<file path="config.mk">
export PLATFORM = sky130hd
export DESIGN_NAME = us_burst_tx
export DESIGN_NICKNAME = d
export VERILOG_FILES = /design/src/rtl/winddir_pkg.sv /design/src/rtl/us_tone_gen.sv /design/src/rtl/us_burst_tx.sv
export SDC_FILE = /design/constraint.sdc
export NUM_CORES = 1
export LEC_CHECK = 0
export CAP_MARGIN = 10
export CORE_MARGIN = 10
export CORE_UTILIZATION = 50
export DETAILED_ROUTE_END_ITERATION = 8
export PLACE_DENSITY = 0.73
export SYNTH_ARGS = -nofsm -noshare
export SYNTH_HDL_FRONTEND = slang
export SYNTH_HIERARCHICAL = 1
export SYNTH_SLANG_ARGS = --single-unit
</file>
<file path="constraint.sdc">
create_clock -name clock -period 2.3 [get_ports clock]
set_input_delay 0.46 -clock clock [delete_from_list [all_inputs] [get_ports clock]]
set_output_delay 0.46 -clock clock [all_outputs]
set_load 0.05 [all_outputs]
</file>
<file path="src/rtl/winddir_pkg.sv">
//------------------------------------------------------------------------------
// Module : winddir_pkg
// Brief  : Shared types and defaults for the ultrasonic anemometer tx path.
// Rev    : 1.0  initial release
//------------------------------------------------------------------------------
`default_nettype none

package winddir_pkg;

    localparam int NTX = 4;

    localparam int c_CLK_DIV_DEF = 625;   // 40 kHz tone from a 50 MHz clock
    localparam int c_BLANK_DEF   = 200;
    localparam int c_RXWIN_DEF   = 4096;

    typedef enum logic [2:0] {
        ST_IDLE   = 3'd0,
        ST_BURST  = 3'd1,
        ST_BLANK  = 3'd2,
        ST_LISTEN = 3'd3,
        ST_DONE   = 3'd4
    } state_t;

    function automatic logic [NTX-1:0] tx_onehot(input logic [1:0] sel);
        tx_onehot = NTX'(1) << sel;
    endfunction

endpackage

`default_nettype wire

</file>
<file path="src/rtl/us_tone_gen.sv">
//------------------------------------------------------------------------------
// Module : us_tone_gen
// Brief  : Enable-gated square-wave divider; level starts high on each enable.
// Rev    : 1.0  initial release
//------------------------------------------------------------------------------
`default_nettype none

module us_tone_gen #(
    parameter int CLK_DIV = 625
) (
    input  logic clock,
    input  logic reset,
    input  logic i_en,
    output logic o_level,
    output logic o_strobe
);

    localparam int c_CW = (CLK_DIV > 1) ? $clog2(CLK_DIV) : 1;
    localparam logic [c_CW-1:0] c_LAST = c_CW'(CLK_DIV - 1);

    logic [c_CW-1:0] r_cnt;
    logic            r_level;

    // Held at count 0 / level high while disabled so a burst always starts high.
    always_ff @(posedge clock) begin
        if (!reset || !i_en) begin
            r_cnt   <= '0;
            r_level <= 1'b1;
        end else if (r_cnt == c_LAST) begin
            r_cnt   <= '0;
            r_level <= ~r_level;
        end else begin
            r_cnt   <= r_cnt + 1'b1;
        end
    end

    assign o_level  = r_level;
    assign o_strobe = i_en && (r_cnt == c_LAST);

endmodule

`default_nettype wire

</file>
<file path="src/rtl/us_burst_tx.sv">
//------------------------------------------------------------------------------
// Module : us_burst_tx
// Brief  : Fires four transducers in turn, blanks ringdown, opens rx windows.
// Rev    : 1.0  initial release
//------------------------------------------------------------------------------
`default_nettype none

module us_burst_tx
    import winddir_pkg::*;
#(
    parameter int CLK_DIV = c_CLK_DIV_DEF,
    parameter int BLANK   = c_BLANK_DEF,
    parameter int RXWIN   = c_RXWIN_DEF
) (
    input  logic       clock,
    input  logic       reset,
    input  logic       start,
    input  logic       abort,
    input  logic [3:0] npulse,
    output logic [3:0] tx,
    output logic [1:0] txsel,
    output logic       endata,
    output logic       busy,
    output logic       done
);

    localparam int c_WMAX = (BLANK > RXWIN) ? BLANK : RXWIN;
    localparam int c_WW   = (c_WMAX > 1) ? $clog2(c_WMAX) : 1;
    localparam logic [c_WW-1:0] c_BLANK_LAST = c_WW'(BLANK - 1);
    localparam logic [c_WW-1:0] c_RXWIN_LAST = c_WW'(RXWIN - 1);
    localparam logic [1:0]      c_SEL_LAST   = 2'(NTX - 1);

    state_t           r_state, w_state_nx;
    logic [1:0]       r_txsel, w_txsel_nx;
    logic [3:0]       r_npl, w_npl_nx;
    logic [4:0]       r_hcnt, w_hcnt_nx;
    logic [c_WW-1:0]  r_wcnt, w_wcnt_nx;
    logic [NTX-1:0]   r_tx, w_tx_nx;
    logic             r_endata, r_busy, r_done;
    logic             w_level, w_strobe, w_level_nx;
    logic [4:0]       w_hlast;

    us_tone_gen #(
        .CLK_DIV (CLK_DIV)
    ) u_tone (
        .clock    (clock),
        .reset    (reset),
        .i_en     (r_state == ST_BURST),
        .o_level  (w_level),
        .o_strobe (w_strobe)
    );

    // Last half-period index of a burst: 2*npl-1.
    assign w_hlast = {r_npl, 1'b0} - 5'd1;

    always_comb begin
        w_state_nx = r_state;
        w_txsel_nx = r_txsel;
        w_npl_nx   = r_npl;
        w_hcnt_nx  = r_hcnt;
        w_wcnt_nx  = r_wcnt;

        case (r_state)
            ST_IDLE: begin
                w_txsel_nx = 2'd0;
                if (start) begin
                    w_npl_nx   = (npulse == 4'd0) ? 4'd1 : npulse;
                    w_hcnt_nx  = '0;
                    w_wcnt_nx  = '0;
                    w_state_nx = ST_BURST;
                end
            end
            ST_BURST: begin
                if (w_strobe) begin
                    if (r_hcnt == w_hlast) begin
                        w_hcnt_nx  = '0;
                        w_state_nx = ST_BLANK;
                    end else begin
                        w_hcnt_nx = r_hcnt + 5'd1;
                    end
                end
            end
            ST_BLANK: begin
                if (r_wcnt == c_BLANK_LAST) begin
                    w_wcnt_nx  = '0;
                    w_state_nx = ST_LISTEN;
                end else begin
                    w_wcnt_nx = r_wcnt + 1'b1;
                end
            end
            ST_LISTEN: begin
                if (r_wcnt == c_RXWIN_LAST) begin
                    w_wcnt_nx = '0;
                    if (r_txsel == c_SEL_LAST) begin
                        w_state_nx = ST_DONE;
                    end else begin
                        w_txsel_nx = r_txsel + 2'd1;
                        w_state_nx = ST_BURST;
                    end
                end else begin
                    w_wcnt_nx = r_wcnt + 1'b1;
                end
            end
            ST_DONE: begin
                w_txsel_nx = 2'd0;
                w_state_nx = ST_IDLE;
            end
            default: begin
                w_txsel_nx = 2'd0;
                w_state_nx = ST_IDLE;
            end
        endcase

        if (abort && (r_state != ST_IDLE)) begin
            w_state_nx = ST_IDLE;
            w_txsel_nx = 2'd0;
            w_hcnt_nx  = '0;
            w_wcnt_nx  = '0;
        end
    end

    // Outputs are registered from next-state values, so the tone level for the
    // coming cycle is predicted here rather than taken from the divider as-is.
    always_comb begin
        w_level_nx = 1'b1;
        if (r_state == ST_BURST && w_state_nx == ST_BURST)
            w_level_nx = w_strobe ? ~w_level : w_level;
        w_tx_nx = '0;
        if (w_state_nx == ST_BURST && w_level_nx)
            w_tx_nx = tx_onehot(w_txsel_nx);
    end

    always_ff @(posedge clock) begin
        if (!reset) begin
            r_state  <= ST_IDLE;
            r_txsel  <= 2'd0;
            r_npl    <= 4'd0;
            r_hcnt   <= '0;
            r_wcnt   <= '0;
            r_tx     <= '0;
            r_endata <= 1'b0;
            r_busy   <= 1'b0;
            r_done   <= 1'b0;
        end else begin
            r_state  <= w_state_nx;
            r_txsel  <= w_txsel_nx;
            r_npl    <= w_npl_nx;
            r_hcnt   <= w_hcnt_nx;
            r_wcnt   <= w_wcnt_nx;
            r_tx     <= w_tx_nx;
            r_endata <= (w_state_nx == ST_LISTEN);
            r_busy   <= (w_state_nx != ST_IDLE);
            r_done   <= (w_state_nx == ST_DONE);
        end
    end

    assign tx     = r_tx;
    assign txsel  = r_txsel;
    assign endata = r_endata;
    assign busy   = r_busy;
    assign done   = r_done;

endmodule

`default_nettype wire

</file>
* After elaboration in Yosys (flattened, before gate mapping)
Cells that the tools add are included.
Storage, ports and cells: register bits 44, input bits 8, output and inout port bits 9, logic and storage cells 75
Operators by class: add/subtract/negate cells 5, equal/unequal tests 13, shifts and indexed selects 1, mux-type cells 23, bitwise logic cells 2, reduce and logical (&&, ||, !) cells 20
Operator list (number):
- 12-bit 2-to-1 mux | 3
- 12-bit case mux with 3 select lines | 1
- 3-bit 2-to-1 mux | 7
- 5-bit 2-to-1 mux | 3
- 12-bit by 1-bit adder with 12-bit output, second input constant | 1
- 12-bit equality test, second input constant | 1
- 12-bit by 8-bit equality test with 1-bit output, second input constant | 1
- 3-bit case mux with 4 select lines | 1
- 10-bit by 1-bit adder with 10-bit output, second input constant | 1
- 10-bit equality test, second input constant | 1
- 5-bit case mux with 2 select lines | 1
- 3-bit by 2-bit equality test with 1-bit output, second input constant | 3
- 3-bit nonzero test | 3
- 3-bit by 1-bit equality test with 1-bit output, second input constant | 2
- 2-bit 2-to-1 mux | 3
- 2-bit AND reduction | 3
- 2-bit OR reduction | 3
- 5-bit by 1-bit adder with 5-bit output, second input constant | 1
- 5-bit equality test | 1
- 5-bit by 1-bit subtractor with 5-bit output, second input constant | 1
- 1-bit logical AND | 4
- 4-bit zero test | 1
- 4-bit 2-to-1 mux | 1
- 2-bit inequality test, second input constant | 2
- 12 further kinds | 15

* Depth between registers and ports, before layout
Gate-level depths: netlist (run 1).
depth after elaboration 11, mapped depth 11, depth with buffers taken out 10

* Cells and area by module
Netlist (run 1), hierarchy kept.
By module, submodules not included:
- us_burst_tx | instances 1, cells each 189, area an instance 1652.8 um^2, sequential area each 660.6 um^2
- us_tone_gen | instances 1, cells each 57, area an instance 521.8 um^2, sequential area each 220.2 um^2

* Worst setup path after synthesis (run 1)
OpenSTA, ideal clock, no wires.
path type register to register, from register r_state[0], to register r_busy, in the netlist busy, setup time 0.144 ns, data arrival time 2.358 ns, setup slack -0.202 ns, cell stages (with the launch flop) 11, buffers on the path 1, cells stage by stage dfxtp_1 clkbuf_1 nand3_1 inv_1 inv_1 nor4_1 inv_1 a21oi_1 o21ai_2 o31ai_2 a41oi_1
Between the ends: longest elaborated chain between the ends 6, elaborated cells on any way between the ends 15, classes of those cells eq/ne: 3; mux: 7; reduce/logical: 5
Ends and longest elaborated chain:
- from (decl) | RTL line us_burst_tx.sv:33 | state_t r_state, w_state_nx;
- from (signal assigned) | RTL line us_burst_tx.sv:145 | r_state <= w_state_nx;
- 3-bit by 1-bit equality test with 1-bit output | RTL line us_burst_tx.sv:48 | .i_en (r_state == ST_BURST),
- 1-bit logical AND | RTL line us_tone_gen.sv:38 | assign o_strobe = i_en && (r_cnt == c_LAST);
- net w_strobe | RTL line us_burst_tx.sv:40 | logic w_level, w_strobe, w_level_nx;
- 3-bit 2-to-1 mux | RTL line us_burst_tx.sv:74 | if (w_strobe) begin
- 3-bit case mux with 4 select lines | RTL line us_burst_tx.sv:63 | case (r_state)
- 3-bit 2-to-1 mux | RTL line us_burst_tx.sv:114 | if (abort && (r_state != ST_IDLE)) begin
- 3-bit nonzero test | RTL line us_burst_tx.sv:152 | r_busy <= (w_state_nx != ST_IDLE);
- to (signal assigned) | RTL line us_burst_tx.sv:152
- to (decl) | RTL line us_burst_tx.sv:39 | logic r_endata, r_busy, r_done;
The timed path passes the listed nets, and every way through them passes these cells. A chain may end at the register's enable or synchronous reset.

* Worst setup path after layout (run 1)
from register u_tone.r_cnt[4], to register r_tx[3], in the netlist tx[3]
Between the ends: longest elaborated chain between the ends 10, elaborated cells on any way between the ends 11, classes of those cells eq/ne: 2; mux: 5; reduce/logical: 4
Ends and longest elaborated chain:
- from (decl) | RTL line us_tone_gen.sv:21 | logic [c_CW-1:0] r_cnt;
- from (signal assigned) | RTL line us_tone_gen.sv:33 | r_cnt <= r_cnt + 1'b1;
- 10-bit equality test * | RTL line us_tone_gen.sv:38
- 1-bit logical AND * | RTL line us_tone_gen.sv:38
- net w_strobe | RTL line us_burst_tx.sv:40
- 3-bit 2-to-1 mux | RTL line us_burst_tx.sv:74
- 3-bit case mux with 4 select lines | RTL line us_burst_tx.sv:63
- 3-bit 2-to-1 mux | RTL line us_burst_tx.sv:114
- 3-bit by 1-bit equality test with 1-bit output | RTL line us_burst_tx.sv:126, us_burst_tx.sv:129
- 1-bit logical AND | RTL line us_burst_tx.sv:126 | if (r_state == ST_BURST && w_state_nx == ST_BURST)
- 1-bit 2-to-1 mux | RTL line us_burst_tx.sv:126
- 1-bit logical AND * | RTL line us_burst_tx.sv:129 | if (w_state_nx == ST_BURST && w_level_nx)
- 2-bit AND reduction (no source line) *
- to (signal assigned) | RTL line us_burst_tx.sv:150 | r_tx <= w_tx_nx;
- to (decl) | RTL line us_burst_tx.sv:38 | logic [NTX-1:0] r_tx, w_tx_nx;
Mark *: on every way through the listed nets, which the timed path passes. The rest lies on a longest branch.

==> run metrics, run 1 <==
area of the core 4120 um^2; total number of vias 1868; total inserted antenna cells 0; layout cell share with drive strength beyond 1 13.9%; largest area contributor in the netlist dfxtp_1; global placer's final weighted congestion 0.810; Static Leakage 0.958 nW; outcome completed; share of the synthesized area in the top cell type 40.5%; number of global-route vias before repair 1760; PD cells 595 nW/um^2; global routing usage summed across all routing layers 12.3%; cell seen most often among critical-path stages and3_1; most used routing layer in global routing met2; Max Cap Violations 0; setup TNS 0 ps; Finish-stage setup viols 0; CP Data Required Time 2500 ps; Final Critical Period 2110 ps; largest incremental delay on the critical path 440 ps; post-layout power 1.56 mW; utilization of the core after routing 63.6%; worst hold-check path type reg2reg; Slowest cell on crit path or3b_4; standard-cell row count 23; compound-cell area share of the yosys netlist 14.5%; worst-case headroom to the max-slew limit 64.4%; flip-flop and latch count after synthesis 44; Root Buffer clkbuf_8; setup repair after global routing missed its margin no; WL per Instance 13.3 um; Nets 292; residual overflow from global routing 0; global-route wire length before repair 7670 um; Net Count, Synth 259; combinational family with the most area after synthesis simple AND/OR/NAND/NOR gates; detailed placement HPWL 3340 um; length of the first detailed-routing pass in iterations 4; number of cells on the worst hold path 1; clock insertion delay at the later pin of the skew report 300 ps; count of antenna-violating nets left after detailed routing 0; Cell Chain, Critical Path or3b_4, nor4_4, buf_4, and4_1, nand4_1, and3_1, and3_1; sequential area share after synthesis 40.5%; total DRC errors in the routed layout 0; main area contributors after synthesis dfxtp_1 (41%), nor2_1 (5.7%), xor2_1 (4.8%); number of I/O port buffers 16; average instance area after synthesis 8.84 um^2; gate count of the mapped netlist 246; endpoint type of the worst setup path flop; multiplexer share of the synthesized area 0.921%; initial detailed-routing violation count 78; cell depth of the worst flop-to-flop path 7; floorplan die width 86.0 um; CTS tree yes; netlist area before placement 2170 um^2; final clock skew 8.19 ps; number of buffers inserted during clock tree synthesis 5; kind of start point of the critical path flop; share of the clock period used by the worst path after layout 91.6%; maximum fanout encountered on the critical timing path 4; initial antenna violation count 0; number of buffers on the longest clock path 2; area share of fa/ha/maj cells after synthesis 2.88%; Vert. Die Dim 86.0 um; actual transition at the worst max-transition pin 530 ps; basic-gate share of the synthesized area counting and, or, nand and nor cells 29.7%; r2r endpoint tx[3]$_SDFF_PN0_; post-synthesis cell type count 51; number of enable flip-flop cells after synthesis 0; pre-CTS setup slack 123 ps; XOR/XNOR Fraction of Synth Area 8.86%; GR Layer Usage met2 20.1%; share of async-settable or async-resettable flops after synthesis 0%; end point of the most critical hold path u_tone/r_cnt[0]$_SDFF_PP0_; Setup Crit Path Kind reg2reg; Worst VDD drop 0.463 mV; total clock sinks 44; most frequently used flop master after synthesis dfxtp_1; Final Slew Violations 0; met3 track utilization from global routing 4.54%; number of ports placed on the die boundary 17; clock edge transition at the registers on the reported setup and hold paths 80 ps; maximum number of pins on one net before global-route repair 14; Hold Worst Slack 482 ps; ratio of routed vias to standard cells 5.66; die area 7390 um^2; Min-Delay Startpoint u_tone/r_cnt[0]$_SDFF_PP0_; count of warnings emitted by yosys 6; final hold violation count 0; Arr. time, crit path 2300 ps; setup slack after layout 192 ps; total number of H-tree levels 2; R2R Setup Slk 190 ps; startpoint of the lowest-slack register-to-register path u_tone/r_cnt[4]$_SDFF_PP0_; starting density of the core 52.8%; wire length reported by the detailed router 4400 um; met1 capacity usage during global routing 14.3%; Layout area overhead 20.3%; highest clock rate 0.474 GHz
worst max-delay path by stage:
stage / cells after the start / to / from
floorplan: 10 / busy$_SDFF_PN0_ / r_state[0]$_SDFF_PN0_
global placement: 6 / tx[3]$_SDFF_PN0_ / abort
detailed placement: 9 / busy$_SDFF_PN0_ / u_tone/r_cnt[0]$_SDFF_PP0_
CTS: 9 / busy$_SDFF_PN0_ / u_tone/r_cnt[0]$_SDFF_PP0_
global route: 10 / busy$_SDFF_PN0_ / r_state[2]$_SDFF_PN0_
finish: 7 / tx[3]$_SDFF_PN0_ / u_tone/r_cnt[4]$_SDFF_PP0_
synth_stat cells (2+ instances only):
library cell  number
a211oi_1           2
a21o_1             3
a21oi_1           15
a31oi_1            2
and2_1             3
and3_1             4
and3_2             2
and4_1             2
dfxtp_1           44
ha_1               5
inv_1             12
mux2i_1            2
nand2_1           14
nand3_1           13
nand4_1            9
nor2_1            33
nor3_1             5
nor4_1             5
nor4b_2            2
o21ai_0            6
o21bai_1           2
o31a_1             2
o31ai_1            3
or3_1              7
or4_1              3
xnor2_1           10
xor2_1            12
cells in the final DEF (no fill, tap or decap), drive strengths merged, types with 2 or more instances in the layout:
cell           Yosys  routed
nor3               5       5
and2               3       3
or3b               2       2
a21oi             15      15
clkinv             1       2
nand4              9       9
or3                8       8
or4                4       4
a211oi             2       2
nor4               7       7
xor2              12      12
o21ai              7       7
a21o               3       3
nand2             15      15
clkbuf             1       6
nor2              33      33
inv               12      12
dfxtp             44      44
and3               6       6
a31oi              2       2
mux2i              2       2
ha                 5       5
o31ai              5       5
xnor2             10      10
clkdlybuf4s50      0      16
o31a               3       3
o21bai             2       2
nor4b              2       2
nand3             13      13
buf                1      12
and4               2       2
area by class of cell:
type,instances,area [um^2]
clock buffer,6,72.6
multi-input combinational,187,1270
tap,50,62.6
sequential,44,881
inverter,13,48.8
clock inverter,2,35.0
fill,366,1500
timing repair buffer,28,250
registers in the layout, summed over array words and instances, names as in the netlist:
register	cells
u_tone/o_level	1
tx	4
endata	1
txsel	2
r_npl	4
r_state	3
r_hcnt	5
done	1
u_tone/r_cnt	10
r_wcnt	12
busy	1
power by group:
| part | internal (mW) | switching [mW] |
|---|---|---|
| clock network | 0.322 | 0.256 |
| registers | 0.777 | 0.0108 |
| logic | 0.0794 | 0.111 |
per-stage QoR:
step,instance area (um^2),std cells
after floorplan,2190,246
after global placement,2490,322
after detailed placement,2490,322
after CTS,2600,330
after global routing,2620,330
final,2620,330
per-layer routing:
layer  vias to the layer above  routed length [um]
li1                        954                   -
met1                       861                2110
met2                        41                1980
met3                        12                 234
met4                         0                  74
met5                         -                   0
cells by family (layout without fill, tap and decap cells):
group,after synthesis,after routing
buffers and inverters,15,49
xor gates and xnor gates,22,22
adders and majority gates,5,5
muxes,2,2
and+or+nand+nor,113,113
DFF,44,44
AOI/OAI and AO/OA,45,45
critical path: cells and delay by family (launching register included):
family                 cells  cell delay [ps]
AND/OR/NAND/NOR            6             1450
flip-flops                 1              380
buffers and inverters      1              170
timing repair:
| item | 4_1_cts | 5_1_grt |
|---|---|---|
| buffers inserted | 0 | 0 |
| hold buffers | 0 | 0 |
| setup endpoints to repair | 0 | 4 |
| resized for setup | 0 | 2 |
Power figures use the tool's default switching activity.
==> run 2, diff against run 1 <==
--- a/config.mk
+++ b/config.mk
@@ -6,7 +6,7 @@
 export NUM_CORES = 1
 export LEC_CHECK = 0
 export CAP_MARGIN = 10
-export CORE_MARGIN = 10
+export CORE_MARGIN = 1.5
 export CORE_UTILIZATION = 50
 export DETAILED_ROUTE_END_ITERATION = 8
 export PLACE_DENSITY = 0.73
==> run metrics, run 2 (synthesis gave the netlist of run 1 again) <==
outcome completed; highest clock rate 0.467 GHz; worst hold-check path type reg2reg; total inserted antenna cells 0; maximum fanout encountered on the critical timing path 4; area occupied by multi-input gates 1260 um^2; share of the clock period used by the worst path after layout 93.2%; count of antenna-violating nets left after detailed routing 0; met1 capacity usage during global routing 26.9%; R2R Setup Slk 160 ps; number of buffers on the longest clock path 2; floorplan die width 69.0 um; layout filler cell count 376; number of cells on the worst hold path 1; wire length reported by the detailed router 4340 um; start point of the critical path u_tone/r_cnt[4]$_SDFF_PP0_; setup slack after layout 157 ps; global-route wire length before repair 7470 um; PD cells 593 nW/um^2; Placed Cells 321; global routing usage summed across all routing layers 21.1%; Arr. time, crit path 2360 ps; number of global-route vias before repair 1719; Finish-stage setup viols 0; initial detailed-routing violation count 181; Nets 292; area of the core 4090 um^2; detailed placement HPWL 3280 um; Vert. Die Dim 69.0 um; most frequent cells in the layout dfxtp_1 (44), nor2_1 (33), clkdlybuf4s50_1 (16), a21oi_1 (15), nand2_1 (14); residual overflow from global routing 0; CP Data Required Time 2510 ps; largest register by flop count r_wcnt; Worst VDD drop 0.316 mV; Max Cap Violations 0; global placer's final weighted congestion 0.834; Largest regs r_wcnt (12), u_tone/r_cnt (10), r_hcnt (5); standard-cell row count 23; Final Instance Area 2610 um^2; pre-CTS setup slack 112 ps; GR Layer Usage met2 33.9%; Static Leakage 0.953 nW; layout cell share with drive strength beyond 1 13.6%; count of non-filler cells in the finished layout 330; cell area reported after detailed placement 2490 um^2; most used routing layer in global routing met2; initial antenna violation count 0; startpoint of the lowest-slack register-to-register path u_tone/r_cnt[4]$_SDFF_PP0_; actual transition at the worst max-transition pin 544 ps; most frequent standard cell in the layout excluding fill and tap cells dfxtp_1; die area 4750 um^2; met3 track utilization from global routing 5.52%; Root Buffer clkbuf_8; Final Slew Violations 0; CTS tree yes; final hold violation count 0; total clock sinks 44; total number of H-tree levels 2; Layout area overhead 20.0%; WL per Instance 13.2 um; ratio of routed vias to standard cells 5.57; cell depth of the worst flop-to-flop path 6; final clock skew 5.97 ps; number of ports placed on the die boundary 17; total number of vias 1838; number of I/O port buffers 16; maximum number of pins on one net before global-route repair 14; area taken by flip-flops and latches 881 um^2; clock insertion delay at the later pin of the skew report 300 ps; starting density of the core 53.2%; Min-Delay Startpoint u_tone/r_cnt[0]$_SDFF_PP0_; Final Critical Period 2140 ps; worst-case headroom to the max-slew limit 63.6%; post-layout power 1.55 mW; number of buffers inserted during clock tree synthesis 5; kind of start point of the critical path flop; total DRC errors in the routed layout 0; flip-flop count of the largest register after layout 12; endpoint type of the worst setup path flop; Setup Crit Path Kind reg2reg; clock edge transition at the registers on the reported setup and hold paths 80 ps; length of the first detailed-routing pass in iterations 4; utilization of the core after routing 63.9%
## run 2: power breakdown
part | switching [mW] | leakage, nW | total (mW) | internal (mW)
sequential | 0.0112 | 0.356 | 0.788 | 0.777
combinational | 0.110 | 0.541 | 0.189 | 0.0792
clock | 0.249 | 0.0552 | 0.572 | 0.322
## run 2: path summary, 6_finish.rpt
check                                     to
setup / recovery            tx[2]$_SDFF_PN0_
hold / removal    u_tone/r_cnt[0]$_SDFF_PP0_
setup reg to reg            tx[2]$_SDFF_PN0_
hold reg to reg   u_tone/r_cnt[0]$_SDFF_PP0_
## run 2: what timing repair did
| action | CTS | global route |
|---|---|---|
| resized for setup | 0 | 1 |
| setup endpoints to repair | 0 | 4 |
| buffers inserted | 0 | 1 |
| hold buffers | 0 | 0 |
## run 2: worst max-delay path, cell delays in order (launching register included)
cell and delay [ps]:
dfxtp_1 380, or3b_4 440, nor4_4 280, xnor2_1 150, a221oi_1 350, nand3_1 210
nor3b_1 240
## run 2: layer usage
layer / vias up / wire length [um] / share of wire [%]
met3: 11 / 220 / 5.1
met4: 0 / 91 / 2.1
met2: 39 / 2030 / 47
met1: 836 / 2000 / 46
met5: - / 0 / 0
li1: 952 / - / -
## run 2: metrics by stage
step | hold WS [ps] | TNS, ps
floorplan | 441 | 0
global placement | 455 | 0
detailed placement | 467 | 0
CTS | 486 | 0
global route | 512 | -5.42
finish | 485 | 0
## run 2: cell type report
cell class / count / area share, %
inverter: 13 / 1.87
tap: 50 / 2.40
sequential: 44 / 33.7
multi-input combinational: 187 / 48.3
timing repair buffer: 28 / 9.59
clock buffer: 6 / 2.78
clock inverter: 2 / 1.34
==> run 3, diff against run 2 <==
--- a/config.mk
+++ b/config.mk
@@ -9,7 +9,7 @@
 export CORE_MARGIN = 1.5
 export CORE_UTILIZATION = 50
 export DETAILED_ROUTE_END_ITERATION = 8
-export PLACE_DENSITY = 0.73
+export PLACE_DENSITY_LB_ADDON = 0.1
 export SYNTH_ARGS = -nofsm -noshare
 export SYNTH_HDL_FRONTEND = slang
 export SYNTH_HIERARCHICAL = 1
==> run metrics, run 3 (synthesis gave the netlist of run 1 again) <==
number of cells on the worst hold path 1; number of buffers on the longest clock path 2; global-route wire length before repair 7500 um; pre-CTS setup slack 152 ps; floorplan die width 69.0 um; total DRC errors in the routed layout 0; met2 wire length 2150 um; maximum fanout encountered on the critical timing path 5; global placer's final weighted congestion 0.790; share of the clock period used by the worst path after layout 92.7%; most frequent standard cell in the layout excluding fill and tap cells dfxtp_1; Min-Delay Startpoint u_tone/r_cnt[0]$_SDFF_PP0_; total clock sinks 44; Layout area overhead 20.7%; count of antenna-violating nets left after detailed routing 0; actual transition at the worst max-transition pin 595 ps; flip-flop count of the largest register after layout 12; Final Slew Violations 0; Hold-fix buffers, CTS 0; maximum number of pins on one net before global-route repair 15; outcome completed; startpoint of the lowest-slack register-to-register path u_tone/r_cnt[0]$_SDFF_PP0_; length of the first detailed-routing pass in iterations 4; standard-cell row count 23; starting density of the core 53.2%; layout cell share with drive strength beyond 1 14.0%; ratio of routed vias to standard cells 5.76; setup TNS 0 ps; start point of the critical path u_tone/r_cnt[0]$_SDFF_PP0_; number of I/O port buffers 16; top layer reached by signal wires met4; Final Instance Area 2620 um^2; Arr. time, crit path 2350 ps; layout filler cell count 362; wire length the detailed router placed on met1 2140 um; worst hold-check path type reg2reg; worst-case headroom to the max-slew limit 60.0%; clock edge transition at the registers on the reported setup and hold paths 80 ps; final hold violation count 0; Vert. Die Dim 69.0 um; area of the core 4090 um^2; CP Data Required Time 2520 ps; highest clock rate 0.469 GHz; post-layout power 1.57 mW; Max Cap Violations 0; WL per Instance 13.8 um; number of global-route vias before repair 1684; cell depth of the worst flop-to-flop path 9; Finish-stage setup viols 0; Setup Crit Path Kind reg2reg; Final Critical Period 2130 ps; Nets 291; CTS tree yes; endpoint type of the worst setup path flop; clock insertion delay at the later pin of the skew report 300 ps; detailed placement HPWL 3260 um; Hold Worst Slack 475 ps; Placed Cells 321; largest register by flop count r_wcnt; kind of start point of the critical path flop; wire length reported by the detailed router 4530 um; utilization of the core after routing 64.2%; residual overflow from global routing 0; cell area reported after detailed placement 2490 um^2; setup slack after layout 169 ps; initial antenna violation count 0; wire length on met3 189 um; global routing usage summed across all routing layers 21.1%; Largest regs r_wcnt (12), u_tone/r_cnt (10), r_hcnt (5); Worst VDD drop 0.379 mV; PD cells 597 nW/um^2; Root Buffer clkbuf_8; die area 4750 um^2; total number of vias 1896; total number of H-tree levels 2; total inserted antenna cells 0; Static Leakage 0.952 nW; number of gates given a new drive strength after cts 0; most frequent cells in the layout dfxtp_1 (44), nor2_1 (33), clkdlybuf4s50_1 (16), a21oi_1 (15), nand2_1 (14); initial detailed-routing violation count 113; final clock skew 5.03 ps; count of non-filler cells in the finished layout 329; post-CTS setup repair buffer count 0; number of ports placed on the die boundary 17; number of buffers inserted during clock tree synthesis 5
run 3: final cells by class:
cell class / instances / area, um^2 / share of cell area [%]
inverter: 13 / 48.8 / 1.86
sequential: 44 / 881 / 33.6
clock buffer: 5 / 68.8 / 2.62
clock inverter: 3 / 42.5 / 1.62
multi-input combinational: 187 / 1280 / 48.7
tap: 50 / 62.6 / 2.38
timing repair buffer: 27 / 243 / 9.25
run 3: power by group:
| part | internal [mW] | switching [mW] |
|---|---|---|
| Clock | 0.321 | 0.265 |
| Combinational | 0.0795 | 0.113 |
| Sequential | 0.777 | 0.0114 |
run 3: worst max-delay path, cell delays in order (launching register included):
cell and delay [ps]:
dfxtp_1 350, inv_1 70, ha_1 190, nand4bb_4 180, nor4_4 270, buf_4 180
xnor2_1 100, a221oi_2 300, nand3_1 180, nor3b_1 240
run 3: per-layer routing:
layer  up-vias  global-route usage [%]
li1        952                       -
met1       903                    26.9
met2        35                    34.7
met3         6                    5.36
met4         0                    7.11
met5         -                       0
run 3: path summary, 6_finish.rpt:
| kind | slack (ps) | endpoint |
|---|---|---|
| setup / recovery | 170 | tx[2]$_SDFF_PN0_ |
| hold / removal | 470 | u_tone/r_cnt[0]$_SDFF_PP0_ |
| setup reg to reg | 170 | tx[2]$_SDFF_PN0_ |
| hold reg to reg | 470 | u_tone/r_cnt[0]$_SDFF_PP0_ |
